File: src/rtl/led_pwm_multichannel.sv
// Multi-channel LED PWM driver: CHANNELS outputs share one free-running period counter,
// with double-buffered duty values that only take effect at the period boundary.
module led_pwm_multichannel #(
   parameter int CHANNELS = 3,
   parameter int WIDTH    = 10,
   parameter int STAGGER  = 0
) (
   input  logic                      clk,
   input  logic                      rst_n,
   input  logic [CHANNELS*WIDTH-1:0] data,
   input  logic                      load,
   input  logic                      enable,
   output logic [CHANNELS-1:0]       out,
   output logic                      period_start,
   output logic                      pending
);

   localparam int unsigned PERIOD = 32'd1 << WIDTH;
   localparam int unsigned STEP   = (CHANNELS > 32'sd0) ? PERIOD / $unsigned(CHANNELS) : 32'd0;

   if (CHANNELS < 32'sd1 || CHANNELS > 32'sd8) begin : g_bad_channels
      $error("led_pwm_multichannel: CHANNELS must be in 1..8");
   end
   if (WIDTH < 32'sd4 || WIDTH > 32'sd12) begin : g_bad_width
      $error("led_pwm_multichannel: WIDTH must be in 4..12");
   end

   // Offset of a channel's phase counter; wraps naturally by truncation to WIDTH bits.
   function automatic logic [WIDTH-1:0] phase_offset(input int ch);
      logic [31:0] off;
      off = (STAGGER != 32'sd0) ? $unsigned(ch) * STEP : 32'd0;
      return off[WIDTH-1:0];
   endfunction

   logic [WIDTH-1:0]          cnt_q, cnt_d;
   logic [CHANNELS*WIDTH-1:0] shadow_q, shadow_d;
   logic [CHANNELS*WIDTH-1:0] active_q, active_d;
   logic                      pending_q, pending_d;
   logic [CHANNELS-1:0]       out_q, out_d;
   logic                      period_start_q, period_start_d;
   logic                      boundary_s;
   logic [WIDTH-1:0]          pc_s [CHANNELS];

   // Next-state logic: counter, duty double-buffering and per-channel compare.
   always_comb begin
      cnt_d          = cnt_q + {{(WIDTH-1){1'b0}}, 1'b1};
      boundary_s     = (cnt_q == {WIDTH{1'b1}});
      shadow_d       = shadow_q;
      active_d       = active_q;
      pending_d      = pending_q;
      out_d          = {CHANNELS{1'b0}};
      pc_s           = '{default: {WIDTH{1'b0}}};
      period_start_d = (cnt_q == {WIDTH{1'b0}});

      if (load) begin
         shadow_d = data;
         if (boundary_s) begin
            active_d  = data;
            pending_d = 1'b0;
         end else begin
            pending_d = 1'b1;
         end
      end else if (boundary_s && pending_q) begin
         active_d  = shadow_q;
         pending_d = 1'b0;
      end else begin
         pending_d = pending_q;
      end

      for (int ch = 0; ch < CHANNELS; ch++) begin
         pc_s[ch]  = cnt_q + phase_offset(ch);
         out_d[ch] = enable & (pc_s[ch] < active_q[ch*WIDTH +: WIDTH]);
      end
   end

   // State registers with asynchronous clear.
   always_ff @(posedge clk or negedge rst_n) begin
      if (!rst_n) begin
         cnt_q          <= {WIDTH{1'b0}};
         shadow_q       <= {(CHANNELS*WIDTH){1'b0}};
         active_q       <= {(CHANNELS*WIDTH){1'b0}};
         pending_q      <= 1'b0;
         out_q          <= {CHANNELS{1'b0}};
         period_start_q <= 1'b0;
      end else begin
         cnt_q          <= cnt_d;
         shadow_q       <= shadow_d;
         active_q       <= active_d;
         pending_q      <= pending_d;
         out_q          <= out_d;
         period_start_q <= period_start_d;
      end
   end

   assign out          = out_q;
   assign period_start = period_start_q;
   assign pending      = pending_q;

endmodule
File: config.mk
export PLATFORM = sky130hd
export DESIGN_NAME = led_pwm_multichannel
export DESIGN_NICKNAME = d
export VERILOG_FILES = /design/src/rtl/led_pwm_multichannel.sv
export SDC_FILE = /design/constraint.sdc
export NUM_CORES = 1
export LEC_CHECK = 0
export ABC_AREA = 1
export BUFFER_PORTS_ARGS = -buffer_cell sky130_fd_sc_hd__buf_2
export CORE_ASPECT_RATIO = 0.8
export CORE_MARGIN = 2
export CORE_UTILIZATION = 35
export DETAILED_ROUTE_END_ITERATION = 12
export PLACE_DENSITY = 0.5
export SETUP_SLACK_MARGIN = 0.2
export SLEW_MARGIN = 5
export SYNTH_ARGS = -nofsm -noshare
export SYNTH_HDL_FRONTEND = slang
export SYNTH_SLANG_ARGS = --single-unit
File: constraint.sdc
create_clock -name clk -period 1.4 [get_ports clk]
set_input_delay 0.21 -clock clk [delete_from_list [all_inputs] [get_ports clk]]
set_output_delay 0.21 -clock clk [all_outputs]
set_load 0.02 [all_outputs]
# == Yosys cells after proc, flatten, opt, wreduce, memory -nomap -nowiden ==
# Cells that the tools add are included.
# totals
reg_bits,75
word_cells,25
inputBits,34
# op_classes
n_addsub,1
bitwise,3
reduce_logical,4
muxes,6
eq_ne,2
order_cmp,3
# ops
op,n
30-bit 2-to-1 mux,3
10-bit less-than comparator,3
10-bit by 1-bit adder with 10-bit output (second input constant),1
10-bit equality test (second input constant),1
10-bit logical NOT,1
1-bit AND,3
1-bit 2-to-1 mux,3
2-bit by 1-bit inequality test with 1-bit output (second input constant),1
2-bit AND reduction,1
2-bit nonzero test,1
1-bit logical AND,1

# == Longest topological paths before layout ==
# logic_depth
word_depth,4
ltp_mapped,7
mapped_depth_nobuf,7

# == Least setup slack after synthesis ==
# No wires, ideal clock.
# synth_timing
path_type,register -> register
startpoint,register cnt_q[1]
endpoint,register active_q[24]
arrival_ns,1.223
path_stages_with_launch,8
setup_slack_ns,0.060
setup_ns,0.117
cell_sequence,dfrtp_1 -> ha_1 -> nand3_2 -> nor2_4 -> nand3_2 -> buf_6 -> nand2_1 -> nand2_1
# synth_via
elab_chain_len,4
elab_cells_between_ends,5
classes_between,2 x eq/ne; 3 x reduce/logical
# synth_rtl
item,line,text
"start, declared",35,"logic [WIDTH-1:0] cnt_q, cnt_d;"
"start signal, assigned",79,cnt_q <= {WIDTH{1'b0}};
"start signal, assigned",86,cnt_q <= cnt_d;
10-bit equality test *,47,boundary_s = (cnt_q == {WIDTH{1'b1}});
1-bit logical AND,63,end else if (boundary_s && pending_q) begin
2-bit nonzero test (no line),-,
2-bit AND reduction (no line) *,-,
"end signal, assigned",81,active_q <= {(CHANNELS*WIDTH){1'b0}};
"end signal, assigned",88,active_q <= active_d;
"end, declared",37,"logic [CHANNELS*WIDTH-1:0] active_q, active_d;"
# Every way passes the cells marked *; elsewhere a longest branch is shown, timed or not.
# A chain may end at the register's enable or synchronous reset.

# == Worst setup path after layout ==
# layout_timing
startpoint,register cnt_q[0]
endpoint,register active_q[6]
# Same word-level chain as after synthesis.

==> impl_metrics.yaml <==
sta:
  rsz0062_at_grt: "true"
  fin_worst_skew_ns: 0.00466
  max_freq_mhz: 732
  worstMarginPinSlew_ns: 0.428
  slew_viol_final: 0
  layout_setup_ws_ns: 0.0348
  finalSetupViolations: 0
  relSlewSlack_pct: 71.5
  finalHoldViolations: 0
  post-route-period-util_pct: 97.5
  fin_crit_ns: 1.37
synthesis:
  synth_flop_cell: "dfrtp_1"
  yosysTopAreaCell: "dfrtp_1"
  yosysTopAreaCellShare_pct: 49.8
  synth_compound_area_share_pct: 1.39
  netlist_instances: 451
  ys_ff_latch: 75
  ys_top_cells_by_count: "nand2_1 (199), dfrtp_1 (75), inv_1 (49)"
  muxShareOfSynthArea_pct: 0
  async_flop_share_pct: 100
  synthTopCellsByArea: "dfrtp_1 (50%), nand2_1 (20%), ha_1 (9.6%), nand4_1 (5.3%), inv_1 (4.9%)"
  synth.distinct_cells: 20
  ys_warn_count: 0
  synth_area_sq_mm: 0.00377
  yosys.area_share.simple_pct: 30.0
  synth_xor_area_share_pct: 1.39
  syn_avg_cell_area_sq_um: 8.36
  synth_top_family_by_area: "simple AND/OR/NAND/NOR gates"
  yosysSeqAreaShare_pct: 49.8
  synth_edf_count: 0
  syn-num-nets: 514
  synthAdderAreaFrac_pct: 9.62
  yosysMostFrequentCell: "nand2_1"
global_routing:
  track_usage_pct: 16.4
  antenna_found_initial: 0
  grt_max_degree: 30
  overflow: 0
  grt_pass1_wl_mm: 15.1
  grt_pass1_vias: 3094
setup_path:
  critPathMaxStageDelay_ns: 0.40
  worstSetupPathType: "register to register"
  cp.required_ns: 1.63
  cp_slowest_cell: "dfrtp_1"
  r2r_start: "cnt_q[0]$_DFF_PN0_"
  cp_max_fo: 8
  crit_chain: "ha_4 > nand3_4 > nor2_4 > nand3_4 > clkbuf_16 > nand2_1 > nand2_1"
  endpoint_kind: "register"
  crit_start: "cnt_q[0]$_DFF_PN0_"
  endpoint: "active_q[6]$_DFFE_PN0P_"
  ff2ff_setup_slack_ns: 0.03
  start_kind: "register"
  cp_data_arrival_time_ns: 1.59
  reg2reg_depth: 7
  r2r_end: "active_q[6]$_DFFE_PN0P_"
die:
  start_util_pct: 36.4
  die_y_microns: 96.8
  io_pins: 39
  fp.dieArea_sq_mm: 0.0116
  rows: 33
  dieWidth_microns: 120
  fp.coreArea_sq_mm: 0.0104
power_and_ir_drop:
  combPwrFrac_pct: 5.3
  ir_worst_vdd_v: 0.000545
  power_mw: 4.68
  p_int_mw: 3.63
  seq_power_share_pct: 48.4
  swShare_pct: 22.5
  p_leak_nw: 2.55
  clkPwrFrac_pct: 46.3
  p_sw_mw: 1.06
  p_per_area_mw_per_mm2: 933
route:
  first_pass_iters: 4
  routedWlPerCell_microns: 13.4
  vias: 3033
  drc: 0
  totalWireLength_mm: 8.92
  ant_nets: 0
  drt_iter0_drc: 106
  via_per_inst: 4.55
clock_tree:
  cts_tree: "yes"
  clk_latency_ns: 0.34
  root_buffer: "clkbuf_16"
  clk_pin_slew_ns: 0.06
  ctsLongestPathBuffers: 2
  htree_levels: 3
  cts_inserted_buffers: 9
  clock_sinks: 75
place:
  hpwl_mm: 6.29
  pre_cts_ws_ns: 0.0584
  place_congestion: 0.840
  port_buffers: 38
  placed_cell_area_sq_mm: 0.00426
cells_and_area:
  drive_above_1_share_pct: 29.1
  final_cell_area_sq_mm: 0.00502
  final_nets: 584
  post-route-util_pct: 48.4
  n_antenna_cell: 0
  areaGrowthSynthToFinish_pct: 33.1
worst_hold_path:
  hold_class: "input port to register"
run:
  max-cap-violations: 0
run_status:
  outcome: "complete, no violations"
==> cells by family after synthesis <==
family                   after synthesis
AO/OA/AOI/OAI                          9
XOR/XNOR                               6
adder cells (fa/ha/maj)               29
buffers and inverters                 68
flip-flops                            75
AND/OR/NAND/NOR                      264
==> worst min-delay path by stage <==
stage,startpoint,endpoint,slack [ns],cells past startpoint
2_1_floorplan,rst_n,active_q[0]$_DFFE_PN0P_,-0.09,0
3_3_place_gp,rst_n,active_q[3]$_DFFE_PN0P_,0.18,1
3_5_place_dp,rst_n,cnt_q[2]$_DFF_PN0_,0.18,1
4_1_cts,data[27],shadow_q[27]$_DFFE_PN0P_,0.09,3
5_1_grt,data[4],shadow_q[4]$_DFFE_PN0P_,0.11,3
6_report,data[27],shadow_q[27]$_DFFE_PN0P_,0.1,3
==> worst max-delay path: cells and delay by family, from the launching register on <==
| family | cells | cell delay, ns |
|---|---|---|
| DFF | 1 | 0.40 |
| buffers and inverters | 1 | 0.21 |
| and+or+nand+nor | 5 | 0.49 |
| adders and majority gates | 1 | 0.17 |
==> power by group through the flow <==
stage	Clock (mW)	Sequential [mW]	Combinational (mW)
2_1_floorplan	0	2.30	0.111
3_3_place_gp	0	2.30	0.251
3_5_place_dp	0	2.30	0.255
4_1_cts	2.23	2.26	0.257
5_1_grt	2.32	2.27	0.293
6_report	2.17	2.26	0.248
==> metal layers <==
| layer | vias up | part of all wire (%) | track usage (%) |
|---|---|---|---|
| met5 | - | 0 | 0 |
| met4 | 0 | 1.1 | 3.53 |
| met3 | 12 | 2.7 | 4.95 |
| met2 | 30 | 46 | 25.7 |
| met1 | 1431 | 50 | 22.5 |
| li1 | 1560 | - | - |
==> layout by cell type (no fill, tap or decap), types with 2 or more instances in the layout <==
master / netlist / layout
nand4_1: 32 / 32
ha_1: 29 / 15
nand3_1: 7 / 6
buf_4: 0 / 28
ha_4: 0 / 14
nand2_1: 199 / 179
nand3b_1: 3 / 3
inv_1: 49 / 48
buf_6: 3 / 9
nand3_4: 0 / 2
nor2_2: 0 / 7
dfrtp_2: 0 / 6
nand2_4: 0 / 5
clkbuf_8: 0 / 2
a21oi_2: 0 / 3
clkinvlp_4: 0 / 2
nor2_1: 15 / 8
a21oi_1: 6 / 3
clkbuf_16: 0 / 10
nor2_4: 2 / 2
nand3_2: 3 / 2
buf_2: 14 / 37
a21boi_2: 0 / 3
xor2_1: 5 / 5
clkinv_2: 0 / 2
dfrtp_1: 75 / 69
nand2_2: 0 / 15
==> state kept, by name, indices dropped and copies added (netlist names) <==
signal and count:
pending 1, out 3, active_q 30, period_start 1, shadow_q 30, cnt_q 10
==> per-stage QoR <==
| step | hold WS, ns | setup TNS (ns) | instances |
|---|---|---|---|
| floorplan | -0.0856 | 0 | 451 |
| global placement | 0.184 | 0 | 635 |
| detailed placement | 0.181 | 0 | 635 |
| CTS | 0.0935 | 0 | 658 |
| global route | 0.113 | -0.297 | 666 |
| finish | 0.0975 | 0 | 666 |
==> area by class of cell <==
cell class	count	area (sq um)
inverter	49	186
fill	1010	5350
timing repair buffer	78	567
sequential	75	1880
clock inverter	4	25.0
multi-input combinational	308	1920
clock buffer	12	256
tap	140	175
==> what timing repair did <==
item                       in CTS  in global routing
pin swaps                       1                 12
setup endpoints to repair      38                 39
hold buffers                    1                  0
hold endpoints to repair       25                  0
resized for setup              11                 58
cloned                          0                  1
buffers inserted                6                  7
No activity file was read; power rests on OpenSTA's default activity.
